**config.mk**
```make
export PLATFORM = sky130hd
export DESIGN_NAME = seq_divider_flat
export DESIGN_NICKNAME = d
export VERILOG_FILES = /design/src/rtl/seq_divider_pkg.sv /design/src/rtl/seq_divider_if.sv /design/src/rtl/seq_divider_addsub.sv /design/src/rtl/seq_divider.sv /design/src/flat_wrapper.sv
export SDC_FILE = /design/constraint.sdc
export NUM_CORES = 1
export LEC_CHECK = 0
export ABC_CLOCK_PERIOD_IN_PS = 7170
export BUFFER_PORTS_ARGS = -buffer_cell sky130_fd_sc_hd__buf_2
export CELL_PAD_IN_SITES_DETAIL_PLACEMENT = 0
export CELL_PAD_IN_SITES_GLOBAL_PLACEMENT = 1
export CORE_MARGIN = 4
export CORE_UTILIZATION = 37
export CTS_BUF_LIST = sky130_fd_sc_hd__clkbuf_8
export DETAILED_ROUTE_END_ITERATION = 12
export GPL_ROUTABILITY_DRIVEN = 0
export PLACE_DENSITY = 0.79
export SYNTH_ARGS = -nofsm -noshare
export SYNTH_HDL_FRONTEND = slang
export SYNTH_SLANG_ARGS = --single-unit
```
**constraint.sdc**
```tcl
create_clock -name clk -period 7.17 [get_ports clk]
set_clock_uncertainty 0.1 [all_clocks]
set_input_delay 1.434 -clock clk [delete_from_list [all_inputs] [get_ports clk]]
set_output_delay 1.434 -clock clk [all_outputs]
set_load 0.02 [all_outputs]
```
**src/rtl/seq_divider_pkg.sv**
```systemverilog
// rtl/seq_divider_pkg.sv - shared types and constants for the sequential divider
//
// Package div_pkg:
//   div_state_t  - controller states IDLE, ITER, FIX, DONE
//   DIV_WIDTH    - default divisor/quotient/remainder width
//   DBZ_QUOTIENT - quotient reported on divide-by-zero or overflow (all ones)
//   cnt_width()  - iteration counter width for a given operand width
package div_pkg;

    typedef enum logic [1:0] {
        IDLE = 2'd0,
        ITER = 2'd1,
        FIX  = 2'd2,
        DONE = 2'd3
    } div_state_t;

    localparam int DIV_WIDTH = 8;

    localparam logic [DIV_WIDTH-1:0] DBZ_QUOTIENT = '1;

    // Counter runs WIDTH-1 down to 0, so clog2(WIDTH) bits suffice.
    function automatic int cnt_width(input int w);
        return (w > 1) ? $clog2(w) : 1;
    endfunction

endpackage

```
**src/rtl/seq_divider_if.sv**
```systemverilog
// rtl/seq_divider_if.sv - go/done handshake and operand/result bundle of the divider
//
// Signals:
//   go, dividend[2W], divisor[W]                  - request side (master drives)
//   busy, done, quotient, remainder, result, dbz, ovf - response side (slave drives)
// Modports: master (requester), slave (divider).
interface seq_divider_if
    import div_pkg::*;
#(
    parameter int WIDTH = DIV_WIDTH
) ();

    logic                 go;
    logic [2*WIDTH-1:0]   dividend;
    logic [WIDTH-1:0]     divisor;
    logic                 busy;
    logic                 done;
    logic [WIDTH-1:0]     quotient;
    logic [WIDTH-1:0]     remainder;
    logic [2*WIDTH-1:0]   result;
    logic                 dbz;
    logic                 ovf;

    modport master (
        output go, dividend, divisor,
        input  busy, done, quotient, remainder, result, dbz, ovf
    );

    modport slave (
        input  go, dividend, divisor,
        output busy, done, quotient, remainder, result, dbz, ovf
    );

endinterface

```
**src/rtl/seq_divider_addsub.sv**
```systemverilog
// rtl/seq_divider_addsub.sv - ripple-carry N-bit add/subtract for the divider datapath
//
// Ports:
//   a, b - operands (N bits, two's complement)
//   sub  - 1: y = a - b, 0: y = a + b
//   y    - N-bit result, carry out discarded
module div_addsub #(
    parameter int N = 9
) (
    input  logic [N-1:0] a,
    input  logic [N-1:0] b,
    input  logic         sub,
    output logic [N-1:0] y
);

    // Subtraction is a + ~b + 1: invert b and inject sub as the carry in.
    logic [N-1:0] bx;
    logic [N-1:0] c;

    assign bx   = b ^ {N{sub}};
    assign c[0] = sub;

    for (genvar i = 0; i < N; i++) begin : g_bit
        assign y[i] = a[i] ^ bx[i] ^ c[i];
        if (i < N - 1) begin : g_carry
            assign c[i+1] = (a[i] & bx[i]) | (a[i] & c[i]) | (bx[i] & c[i]);
        end
    end

endmodule

```
**src/rtl/seq_divider.sv**
```systemverilog
// rtl/seq_divider.sv - sequential non-restoring divider, 2W-bit / W-bit, one quotient bit per clock
//
// Ports:
//   clk - clock, all state updates on posedge
//   rst - synchronous active-low reset
//   bus - seq_divider_if.slave: go/dividend/divisor in;
//         busy/done/quotient/remainder/result/dbz/ovf out
// Optional: define SEQ_DIVIDER_SIGNED_EN for two's complement operands
// (magnitude division with sign fix-up; quotient magnitude >= 2^(W-1) flags ovf).
module seq_divider
    import div_pkg::*;
#(
    parameter int WIDTH = DIV_WIDTH
) (
    input  logic         clk,
    input  logic         rst,
    seq_divider_if.slave bus
);

    localparam int CW = cnt_width(WIDTH);
    localparam logic [WIDTH-1:0] QUOTIENT_SAT = {WIDTH{DBZ_QUOTIENT[0]}};

    div_state_t         state;
    div_state_t         state_next;

    logic [WIDTH:0]     p;          // signed partial remainder
    logic [WIDTH-1:0]   q;          // dividend low half, becomes the quotient
    logic [WIDTH-1:0]   d;
    logic [CW-1:0]      count;
    logic [WIDTH-1:0]   quotient_r;
    logic [WIDTH-1:0]   remainder_r;
    logic               dbz_r;
    logic               ovf_r;

    logic [2*WIDTH-1:0] mag_dvd;
    logic [WIDTH-1:0]   mag_dvs;
    logic               too_big;
    logic               div_zero;

    logic [WIDTH:0]     p_shift;
    logic [WIDTH:0]     as_a;
    logic [WIDTH:0]     as_y;
    logic               as_sub;
    logic [WIDTH-1:0]   rem_mag;

    // ---------------------------------------------------------------
    // Operand front end
    // ---------------------------------------------------------------
    assign div_zero = (bus.divisor == '0);

`ifdef SEQ_DIVIDER_SIGNED_EN
    logic neg_q;
    logic neg_r;

    always_comb begin
        mag_dvd = bus.dividend;
        mag_dvs = bus.divisor;
        if (bus.dividend[2*WIDTH-1]) mag_dvd = -bus.dividend;
        if (bus.divisor[WIDTH-1])    mag_dvs = -bus.divisor;
        // Quotient magnitude >= 2^(W-1) cannot be represented with a sign bit;
        // the most-negative result is flagged too, by design.
        too_big = (mag_dvd[2*WIDTH-1:WIDTH-1] >= {1'b0, mag_dvs});
    end
`else
    assign mag_dvd = bus.dividend;
    assign mag_dvs = bus.divisor;
    assign too_big = (bus.dividend[2*WIDTH-1:WIDTH] >= bus.divisor);
`endif

    // ---------------------------------------------------------------
    // Shared adder: ITER adds/subtracts on the shifted P, FIX restores P.
    // Wrap-around of the shifted value is harmless: the true result of
    // each step always lies in [-D, D) and so fits in W+1 bits.
    // ---------------------------------------------------------------
    assign p_shift = {p[WIDTH-1:0], q[WIDTH-1]};

    always_comb begin
        as_a   = p;
        as_sub = 1'b0;
        if (state == ITER) begin
            as_a   = p_shift;
            as_sub = ~p[WIDTH];
        end
    end

    div_addsub #(.N(WIDTH + 1)) u_addsub (
        .a   (as_a),
        .b   ({1'b0, d}),
        .sub (as_sub),
        .y   (as_y)
    );

    assign rem_mag = p[WIDTH] ? as_y[WIDTH-1:0] : p[WIDTH-1:0];

    // ---------------------------------------------------------------
    // Controller
    // ---------------------------------------------------------------
    always_ff @(posedge clk) begin
        if (!rst) state <= IDLE;
        else      state <= state_next;
    end

    always_comb begin
        state_next = state;
        case (state)
            IDLE: if (bus.go) state_next = (div_zero || too_big) ? DONE : ITER;
            ITER: if (count == '0) state_next = FIX;
            FIX:  state_next = DONE;
            DONE: state_next = IDLE;
            default: state_next = IDLE;
        endcase
    end

    // ---------------------------------------------------------------
    // Datapath registers
    // ---------------------------------------------------------------
    always_ff @(posedge clk) begin
        if (!rst) begin
            p           <= '0;
            q           <= '0;
            d           <= '0;
            count       <= '0;
            quotient_r  <= '0;
            remainder_r <= '0;
            dbz_r       <= 1'b0;
            ovf_r       <= 1'b0;
`ifdef SEQ_DIVIDER_SIGNED_EN
            neg_q       <= 1'b0;
            neg_r       <= 1'b0;
`endif
        end else begin
            case (state)
                IDLE: begin
                    if (bus.go) begin
                        p     <= {1'b0, mag_dvd[2*WIDTH-1:WIDTH]};
                        q     <= mag_dvd[WIDTH-1:0];
                        d     <= mag_dvs;
                        count <= CW'(WIDTH - 1);
                        dbz_r <= 1'b0;
                        ovf_r <= 1'b0;
`ifdef SEQ_DIVIDER_SIGNED_EN
                        neg_q <= bus.dividend[2*WIDTH-1] ^ bus.divisor[WIDTH-1];
                        neg_r <= bus.dividend[2*WIDTH-1];
`endif
                        // Early exits report the raw low dividend byte as remainder.
                        if (div_zero) begin
                            dbz_r       <= 1'b1;
                            quotient_r  <= QUOTIENT_SAT;
                            remainder_r <= bus.dividend[WIDTH-1:0];
                        end else if (too_big) begin
                            ovf_r       <= 1'b1;
                            quotient_r  <= QUOTIENT_SAT;
                            remainder_r <= bus.dividend[WIDTH-1:0];
                        end
                    end
                end
                ITER: begin
                    p     <= as_y;
                    q     <= {q[WIDTH-2:0], ~as_y[WIDTH]};
                    count <= count - 1'b1;
                end
                FIX: begin
`ifdef SEQ_DIVIDER_SIGNED_EN
                    quotient_r  <= neg_q ? -q : q;
                    remainder_r <= neg_r ? -rem_mag : rem_mag;
`else
                    quotient_r  <= q;
                    remainder_r <= rem_mag;
`endif
                end
                default: ;
            endcase
        end
    end

    // ---------------------------------------------------------------
    // Outputs
    // ---------------------------------------------------------------
    assign bus.busy      = (state != IDLE);
    assign bus.done      = (state == DONE);
    assign bus.quotient  = quotient_r;
    assign bus.remainder = remainder_r;
    assign bus.result    = {remainder_r, quotient_r};
    assign bus.dbz       = dbz_r;
    assign bus.ovf       = ovf_r;

endmodule

```
**src/flat_wrapper.sv**
```systemverilog
// flat-port wrapper written by rule: the top's interface ports become plain ports
module seq_divider_flat import div_pkg::*;
#(
    parameter int WIDTH = DIV_WIDTH
)
  (clk, rst, bus_go, bus_dividend, bus_divisor, bus_busy, bus_done, bus_quotient, bus_remainder, bus_result, bus_dbz, bus_ovf);
  seq_divider_if #(.WIDTH(WIDTH)) bus_i ();
  input  logic clk;
  input  logic rst;
  input wire logic [$bits(bus_i.go)-1:0] bus_go;
  input wire logic [$bits(bus_i.dividend)-1:0] bus_dividend;
  input wire logic [$bits(bus_i.divisor)-1:0] bus_divisor;
  output wire logic [$bits(bus_i.busy)-1:0] bus_busy;
  output wire logic [$bits(bus_i.done)-1:0] bus_done;
  output wire logic [$bits(bus_i.quotient)-1:0] bus_quotient;
  output wire logic [$bits(bus_i.remainder)-1:0] bus_remainder;
  output wire logic [$bits(bus_i.result)-1:0] bus_result;
  output wire logic [$bits(bus_i.dbz)-1:0] bus_dbz;
  output wire logic [$bits(bus_i.ovf)-1:0] bus_ovf;
  assign bus_i.go = bus_go;
  assign bus_i.dividend = bus_dividend;
  assign bus_i.divisor = bus_divisor;
  assign bus_busy = bus_i.busy;
  assign bus_done = bus_i.done;
  assign bus_quotient = bus_i.quotient;
  assign bus_remainder = bus_i.remainder;
  assign bus_result = bus_i.result;
  assign bus_dbz = bus_i.dbz;
  assign bus_ovf = bus_i.ovf;
  seq_divider #(.WIDTH(WIDTH)) u_core (.clk(clk), .rst(rst), .bus(bus_i));
endmodule
```
==> impl_metrics.toml <==
[power_and_ir_drop]
vdd_ir_drop_max_mv = 0.197
share_seq_of_total_power = 0.314
switching_share = 0.448
power_density_nw_per_um2 = 448
p_leak_nw = 1.47
power.net_switching_mw = 0.649
combPwrFrac = 0.546
power.clock.fraction = 0.140
p_int_mw = 0.800

[global_route]
antenna_found_initial = 0
overflow = 0
global_route.usage.total = 0.142
wire_length_of_the_first_global_routing_pass_mm = 10.4
vias_in_the_first_global_route = 2126
grt_max_degree = 34

[die]
rows = 31
initial_standard_cell_utilization_of_the_core = 0.390
fp.dieArea_sq_um = 9290
die_w_um = 96.4
num_io_pins = 63
die-height_um = 96.4
core_area_sq_um = 7410

[synth]
flip_flop_cell_with_the_highest_count_after_synthesis = "dfxtp_1"
ys_async_sr_fraction = 0
synth.distinct_cells = 33
synthesized_cell_area_sq_um = 2890
gate_count_post_synth = 326
synthesis.area_per_instance_sq_um = 8.86
yosysTopAreaCellShare = 0.333
synth_seq_cells = 48
netlist.top_cell.by_area = "dfxtp_1"
yosysSeqAreaShare = 0.333
count_of_flip_flops_with_a_built_in_enable_after_synthesis = 0
synth-warning-count = 0
yosys-top-cells-area = "dfxtp_1 (33%), mux2i_1 (13%), nand2_1 (6.6%)"
synth_nets = 374

[worst_setup_path]
crit_arrival_ns = 5.59
critical_path_buf_inv_count = 1
top_family_by_delay_on_critical_path = "adder cells"
cp_cell_sequence = "inv_1, ha_1, nand2b_1, xnor2_1, fa_1, fa_1, fa_1, fa_1, fa_1, fa_1, fa_1, xor2_1, xnor2_1, o21ai_0, nand2_1, a21oi_1"
critPathKind = "reg -> reg"
crit_path_frequent_cell = "fa_1"
crit_path_start_kind = "flip-flop"
cp_slowest_cell = "ha_1"
cpPeakStageDelay_ns = 0.62
path_max_fanout = 15
worst_ep_required_time_ns = 7.30
critPathCaptureType = "flip-flop"

[final_layout]
antennaDiodeCount = 0
layout.core_utilization = 0.437
layout_commonest_cell = "buf_2"
final_layout_size_suffix_gt1_frac = 0.233
num-nets-final = 408
final_cell_mix = "buf_2 (62), nand2_1 (51), dfxtp_1 (48), mux2i_1 (38), nor2_1 (19)"
area_growth_syn_to_layout_pct = 12.0

[detailed_routing]
detail_route.drc_violations = 0
detail_route.first_pass.iterations = 5
vias = 2285
totalWireLength_mm = 6.47
detail-route-antenna-nets = 0
vias_per_cell = 4.97
first_iter_violations = 109
post_drt_wl_per_cell_um = 14.1

[timing]
timing.final.setup_violations = 0
period_needed_ns = 5.46
slew_headroom = 0.201
rsz0062_at_grt = "no"
final.period_utilization = 0.761
maxSlewViolCount = 0
max_freq_mhz = 183
tightestPinTransition_ns = 1.20
timing.setup.tns_ns = 0
report.final.hold_viol_count = 0

[outcome]
outcome = "completed"

[clock_network]
cts.repair.resized = 0
clk_latency_ns = 0.31
post-cts-setup-buffers = 0
tritoncts.num_buffers = 5
cts_sinks = 48
clock-root-buffer = "clkbuf_8"
ctsLongestPathBuffers = 2
cts-hold-fix-buffers = 0
h-tree-depth = 2
cts_tree = "done"
cts.clk_slew.worst_paths_ns = 0.10

[placement]
numPortBuffers = 62
detailedPlacementHpwl_mm = 4.83

[worst_hold_path]
min_path_type = "reg -> reg"

[flow_run]
cap_viol_max_count = 0
[worst register-to-register path, cell delays in order, from the launching register on]
cell,delay (ns)
dfxtp_1,0.35
inv_1,0.08
ha_1,0.62
nand2b_1,0.42
xnor2_1,0.25
fa_1,0.43
fa_1,0.39
fa_1,0.40
fa_1,0.42
fa_1,0.40
fa_1,0.39
fa_1,0.39
xor2_1,0.17
xnor2_1,0.15
o21ai_0,0.18
nand2_1,0.07
a21oi_1,0.17
[flip-flops by register name, indices dropped and copies added (netlist names)]
signal	cells
u_core.bus.dbz	1
u_core.bus.ovf	1
u_core.bus.quotient	8
u_core.bus.remainder	8
u_core.count	3
u_core.d	8
u_core.p	9
u_core.q	8
u_core.state	2
[power by group through the flow]
stage	Clock (mW)	Combinational, mW	Sequential, mW
floorplan	0	0.617	0.483
global placement	0	0.781	0.459
detailed placement	0	0.793	0.463
CTS	0.208	0.798	0.457
global route	0.216	0.884	0.472
finish	0.203	0.791	0.455
[metal layers]
| layer | vias up | wire, um | track usage |
|---|---|---|---|
| met5 | - | 0 | 0 |
| met1 | 1053 | 3150 | 0.197 |
| met2 | 61 | 2910 | 0.228 |
| li1 | 1166 | - | - |
| met3 | 5 | 355 | 0.0242 |
| met4 | 0 | 53 | 0.0374 |
[stage by stage]
| stage | hold slack, ns | cell area, sq um | worst slack [ns] | power [mW] | cells |
|---|---|---|---|---|---|
| 2_1_floorplan | 0.337 | 2890 | 2.19 | 1.10 | 326 |
| 3_3_place_gp | 0.338 | 3120 | 1.85 | 1.24 | 452 |
| 3_5_place_dp | 0.343 | 3120 | 1.73 | 1.26 | 452 |
| 4_1_cts | 0.364 | 3230 | 1.70 | 1.46 | 460 |
| 5_1_grt | 0.390 | 3230 | 1.39 | 1.57 | 460 |
| 6_report | 0.360 | 3230 | 1.71 | 1.45 | 460 |
[worst paths after layout]
kind,from,endpoint,slack [ns],cells past startpoint
hold reg to reg,u_core.bus.ovf$_SDFFE_PN0P_,u_core.bus.ovf$_SDFFE_PN0P_,0.36,2
hold / removal,u_core.bus.ovf$_SDFFE_PN0P_,u_core.bus.ovf$_SDFFE_PN0P_,0.36,2
setup / recovery,u_core.state[1]$_SDFFE_PN0P_,u_core.q[0]$_SDFFE_PN0P_,1.71,16
setup reg to reg,u_core.state[1]$_SDFFE_PN0P_,u_core.q[0]$_SDFFE_PN0P_,1.71,16
[synthesized netlist by cell type, types with 2 or more instances]
library cell,n
nand2_1,51
dfxtp_1,48
mux2i_1,38
nor2_1,19
a21oi_1,17
inv_1,17
buf_4,16
clkbuf_1,16
a211oi_1,15
ha_1,14
o21ai_0,14
xnor2_1,9
mux2_2,8
o211ai_1,8
fa_1,7
nand2b_1,4
buf_2,3
a21o_1,2
a221oi_1,2
and2_1,2
nand3_1,2
nor4_1,2
o21a_1,2
[kinds of logic after synthesis]
group           Yosys count  synth area share
buf+inv                  53            0.0966
fa+ha+maj                21             0.109
flops                    48             0.333
simple gates             82             0.117
mux                      46             0.163
xor+xnor                 10            0.0303
compound gates           66             0.152
[area by class of cell]
cell class	count	area, sq um
clock inverters	3	46.3
fillers	758	4170
clock buffers	5	68.8
well taps	99	124
repair buffers	63	318
multi-input cells	225	1650
flip-flops and latches	48	961
inverters	17	63.8
No activity file was read; power rests on OpenSTA's default activity.
